## src/rtl/cp2_fetch_queue_stage.sv

```systemverilog
// DEPTH-entry show-ahead instruction queue between the fetch source and decode.
// Each accepted word is tagged with a monotonic sequence number; flush empties the queue.
module cp2_fetch_queue_stage #(
  parameter int INS_W = 32,
  parameter int DEPTH = 4,
  parameter int SEQ_W = 8
) (
  input  logic                     clk,
  input  logic                     rst,
  input  logic                     irenable,
  input  logic [INS_W-1:0]         ir,
  output logic                     ir_ready,
  input  logic                     flush,
  input  logic                     decode_ready,
  output logic                     decode_en,
  output logic [INS_W-1:0]         fetch_instruction,
  output logic [SEQ_W-1:0]         fetch_seq,
  output logic [$clog2(DEPTH):0]   queue_count
);

  localparam int PTR_W = $clog2(DEPTH);
  localparam int CNT_W = PTR_W + 1;
  localparam logic [CNT_W-1:0] FULL_CNT = CNT_W'(DEPTH);

  typedef struct packed {
    logic [SEQ_W-1:0] seq;
    logic [INS_W-1:0] ins;
  } entry_t;

  entry_t           mem_q [DEPTH];
  entry_t           mem_d [DEPTH];
  entry_t           head_q, head_d;
  logic [PTR_W-1:0] rd_ptr_q, rd_ptr_d;
  logic [PTR_W-1:0] wr_ptr_q, wr_ptr_d;
  logic [CNT_W-1:0] count_q, count_d;
  logic [SEQ_W-1:0] seq_q, seq_d;
  logic             push, pop;

  // Handshake outputs depend only on registered state, so decode_ready never
  // reaches ir_ready combinationally.
  assign ir_ready          = (count_q != FULL_CNT);
  assign decode_en         = (count_q != '0);
  assign queue_count       = count_q;
  assign fetch_instruction = head_q.ins;
  assign fetch_seq         = head_q.seq;

  // A flushed cycle accepts nothing, so no sequence tag is consumed by a dropped push.
  assign push = irenable & ir_ready & ~flush;
  assign pop  = decode_en & decode_ready & ~flush;

  always_comb begin
    // NOTE: every comb output gets a default first so no path leaves it unassigned
    // (which would infer a latch); blocking '=' is correct inside always_comb.
    mem_d    = mem_q;
    rd_ptr_d = rd_ptr_q;
    wr_ptr_d = wr_ptr_q;
    count_d  = count_q;
    seq_d    = seq_q;
    head_d   = head_q;

    if (flush) begin
      rd_ptr_d = '0;
      wr_ptr_d = '0;
      count_d  = '0;
    end else begin
      if (push) begin
        mem_d[wr_ptr_q] = '{seq: seq_q, ins: ir};
        wr_ptr_d        = wr_ptr_q + PTR_W'(1);
        seq_d           = seq_q + SEQ_W'(1);
      end
      if (pop) begin
        rd_ptr_d = rd_ptr_q + PTR_W'(1);
      end
      unique case ({push, pop})
        2'b10:   count_d = count_q + CNT_W'(1);
        2'b01:   count_d = count_q - CNT_W'(1);
        default: count_d = count_q;
      endcase
      // Head register tracks the next head; reading mem_d covers a push into an
      // empty queue. When the queue drains the last head value is simply held.
      if (count_d != '0) begin
        head_d = mem_d[rd_ptr_d];
      end
    end
  end

  always_ff @(posedge clk or negedge rst) begin
    if (!rst) begin
      // NOTE: the storage array is reset here only because a defined all-zero
      // power-on state is required; a plain FIFO RAM would normally skip this.
      for (int i = 0; i < DEPTH; i++) begin
        mem_q[i] <= '0;
      end
      head_q   <= '0;
      rd_ptr_q <= '0;
      wr_ptr_q <= '0;
      count_q  <= '0;
      seq_q    <= '0;
    end else begin
      for (int i = 0; i < DEPTH; i++) begin
        mem_q[i] <= mem_d[i];
      end
      head_q   <= head_d;
      rd_ptr_q <= rd_ptr_d;
      wr_ptr_q <= wr_ptr_d;
      count_q  <= count_d;
      seq_q    <= seq_d;
    end
  end

  // Occupancy bookkeeping must stay consistent with the pointer distance.
  a_count_range : assert property (@(posedge clk) disable iff (!rst)
    count_q <= FULL_CNT);
  a_ptr_distance : assert property (@(posedge clk) disable iff (!rst)
    (count_q == FULL_CNT) || (PTR_W'(wr_ptr_q - rd_ptr_q) == count_q[PTR_W-1:0]));

endmodule

```

## config.mk

```make
export PLATFORM = sky130hd
export DESIGN_NAME = cp2_fetch_queue_stage
export DESIGN_NICKNAME = d
export VERILOG_FILES = /design/src/rtl/cp2_fetch_queue_stage.sv
export SDC_FILE = /design/constraint.sdc
export NUM_CORES = 1
export LEC_CHECK = 0
export CELL_PAD_IN_SITES_DETAIL_PLACEMENT = 1
export CELL_PAD_IN_SITES_GLOBAL_PLACEMENT = 1
export CORE_MARGIN = 2
export CORE_UTILIZATION = 50
export CTS_BUF_LIST = sky130_fd_sc_hd__clkbuf_8
export CTS_CLUSTER_SIZE = 24
export DETAILED_ROUTE_END_ITERATION = 16
export PLACE_DENSITY_LB_ADDON = 0.1
export SETUP_SLACK_MARGIN = 0.05
export SLEW_MARGIN = 25
export SYNTH_ARGS = -nofsm -noshare
export SYNTH_HDL_FRONTEND = slang
export SYNTH_SLANG_ARGS = --single-unit
```

## constraint.sdc

```tcl
create_clock -name clk -period 8.4 [get_ports clk]
set_input_delay 1.68 -clock clk [delete_from_list [all_inputs] [get_ports clk]]
set_output_delay 1.68 -clock clk [all_outputs]
set_load 0.05 [all_outputs]
```

==> flow_metrics.tcl <==
set metrics [dict create \
    status "completed" \
    most-common-layout-cells "317 x nand2_1, 215 x dfrtp_1, 185 x o21ai_0, 82 x or3_1" \
    drive_gt1_share_pct 6.683 \
    htree_levels 2 \
    final_hold_viol_count 0 \
    final_common_cell "nand2_1" \
    rr_worst_depth 11 \
    r2r_start "queue_count[0]$_DFF_PN0_" \
    cp-startpoint "flush" \
    crit_arrival_ns 6.28 \
    portBuffers 81 \
    vias_per_cell 6.022 \
    die_w_um 150.6 \
    postLayoutCoreUtil_pct 58.61 \
    synth_flop_cell "dfrtp_1" \
    ir_worst_vdd_mv 0.2093 \
    synth_nets 1229 \
    crit_type "input pin to flop" \
    io_pins 82 \
    hp-class "flop to flop" \
    insertion_delay_ns 0.54 \
    yosys_warnings 0 \
    synth-edff-count 0 \
    power_density_nw_per_um2 321.7 \
    met3_length_um 1099 \
    clk_path_buf_depth 3 \
    fin_nets 1264 \
    dieArea_um2 22670 \
    reg2reg_slack_ns 3.55 \
    cts_tree "yes" \
    met2_length_um 15660 \
    timing.rr.end "fetch_instruction[15]$_DFFE_PN0P_" \
    worstPathRequired_ns 8.83 \
    place.gp.congestion 0.7583 \
    antenna_found_initial 0 \
    cp-start-kind "input pin" \
    cts_resized 0 \
    grt_pass1_vias 9622 \
    postSynthCellCount 1185 \
    synth_async_sr_flop_share_pct 100.0 \
    timing.final.crit_share_pct 69.63 \
    grtUsageTotal_pct 28.94 \
    vias 9135 \
    drv_slew 0 \
    drt_iter0_drc 500 \
    path_depth 12 \
    grt_setup_unrepaired "no" \
    cp_top_family "buffers and inverters" \
    fin_crit_ns 5.849 \
    crit_slowest_cell "buf_4" \
    drt-pass1-iter-count 5 \
    root_buffer "clkbuf_8" \
    core_area_um2 21090 \
    grt_max_degree 105 \
    path_max_fanout 71 \
    timing.fmax_mhz 171.0 \
    ys_ff_latch 215 \
    cp-end-kind "flop" \
    highest-signal-layer "met4" \
    clkTransAtPathRegs_ns 0.06 \
    area_growth_pct 15.05 \
    placed_cell_area_um2 11640 \
    synth-seq-area-share_pct 50.08 \
    drv_cap 0 \
    post_cts_buffers 0 \
    slew_headroom_pct 25.62 \
    tns_ns 0 \
    cts_buffers 39 \
    hold_buffers 0 \
    dieHeight_um 150.6 \
    wl_per_cell_um 20.73 \
    grt_pass1_wl_um 51830 \
    final_antenna_net_count 0 \
    synthDistinctLibCells 44 \
    m1WireLength_um 14160 \
    leakagePower_nw 5.800 \
    fillCellCount 2405 \
    dpl.hpwl_um 16660 \
    crit_end "fetch_instruction[15]$_DFFE_PN0P_" \
    fin_skew_ns 0.01322 \
    cpPeakStageDelay_ns 0.69 \
    rows 53 \
    worstMarginPinSlew_ns 1.116 \
    syn_area_um2 10740 \
    syn_area_per_cell_um2 9.066 \
    setup_violations 0 \
    initial_core_util_pct 50.94 \
    grt-ovfl-total 0 \
    drt-total-wl_um 31440 \
    fin_area_um2 12360 \
    antenna_cells 0 \
    path_buf_inv 4 \
    cpMostUsedCell "buf_4" \
    path_cells "clkdlybuf4s50_1 > nor3b_2 > inv_1 > ha_1 > fa_1 > xnor3_1 > a211o_1 > buf_4 > nor3_4 > buf_4 > a32oi_1 > o21ai_0" \
    drc 0 \
    clkSinkCount 215 \
]
## synth_stat cells, drive strengths merged (2+ instances only)
cell type,count,area share [%]
clkbuf,78,2.7
nor3b,4,0.37
xor2,3,0.24
a22oi,39,2.7
o21ai,196,9.1
mux2i,80,7.5
a21oi,41,1.9
nor2,10,0.35
nand3,3,0.14
ha,6,0.70
inv,5,0.17
o2111ai,2,0.22
nand2,317,11
dfrtp,215,50
nand3b,5,0.35
buf,27,1.4
or3,82,4.8
mux2,6,0.63
nand4,2,0.12
a32oi,39,3.2
xnor2,7,0.57
nor3,3,0.24
## flip-flops by register name, summed over array words and instances (netlist names)
name               flops
mem_q                160
queue_count            3
wr_ptr_q               2
fetch_instruction     32
rd_ptr_q               2
fetch_seq              8
seq_q                  8
## metrics by stage
step / setup WS (ns) / std cells / power (mW) / hold WS, ns
CTS: 2.502 / 1516 / 4.006 / 0.5035
floorplan: 3.773 / 1185 / 2.585 / 0.4733
global placement: 2.160 / 1453 / 3.010 / 0.4842
finish: 2.551 / 1517 / 3.976 / 0.5045
detailed placement: 1.952 / 1453 / 3.067 / 0.4909
global route: 2.287 / 1517 / 4.235 / 0.5325
## layer usage
layer,vias to the layer above,GRT usage (%)
met3,41,4.606
met2,167,49.82
met1,4687,38.30
met5,-,0
met4,0,7.383
li1,4240,-
## area by class of cell
| cell class | instances | area (um2) | area share, % |
|---|---|---|---|
| Multi-Input combinational cell | 860 | 4954 | 40.08 |
| Clock inverter | 17 | 66.31 | 0.5365 |
| Clock buffer | 46 | 633.1 | 5.122 |
| Timing Repair Buffer | 99 | 963.4 | 7.795 |
| Tap cell | 275 | 344.1 | 2.784 |
| Sequential cell | 215 | 5380 | 43.53 |
| Inverter | 5 | 18.77 | 0.1519 |
## logic make-up after synthesis
logic type	count (synthesis)	share of synthesized area (%)
and+or+nand+nor	433	17.94
xor gates and xnor gates	11	1.025
AOI/OAI and AO/OA	323	17.67
DFF	215	50.08
muxes	86	8.083
adders and majority gates	7	0.8852
buffers and inverters	110	4.321
## worst min-delay path by stage
stage,from,endpoint,cells after the start
floorplan,mem_q[40]$_DFFE_PN0N_,mem_q[40]$_DFFE_PN0N_,2
global placement,mem_q[158]$_DFFE_PN0N_,mem_q[158]$_DFFE_PN0N_,1
detailed placement,mem_q[78]$_DFFE_PN0N_,mem_q[78]$_DFFE_PN0N_,1
CTS,mem_q[78]$_DFFE_PN0N_,mem_q[78]$_DFFE_PN0N_,1
global route,mem_q[38]$_DFFE_PN0N_,mem_q[38]$_DFFE_PN0N_,1
finish,mem_q[78]$_DFFE_PN0N_,mem_q[78]$_DFFE_PN0N_,1
## where the power goes
part / internal, mW / leakage (nW) / switching [mW] / total [mW]
registers: 1.35 / 2.80 / 0.176 / 1.53
clock network: 0.490 / 0.418 / 0.434 / 0.924
logic: 0.565 / 2.58 / 0.958 / 1.52
total: 2.41 / 5.80 / 1.57 / 3.98
Note: power is estimated with default switching activity, not from simulation.
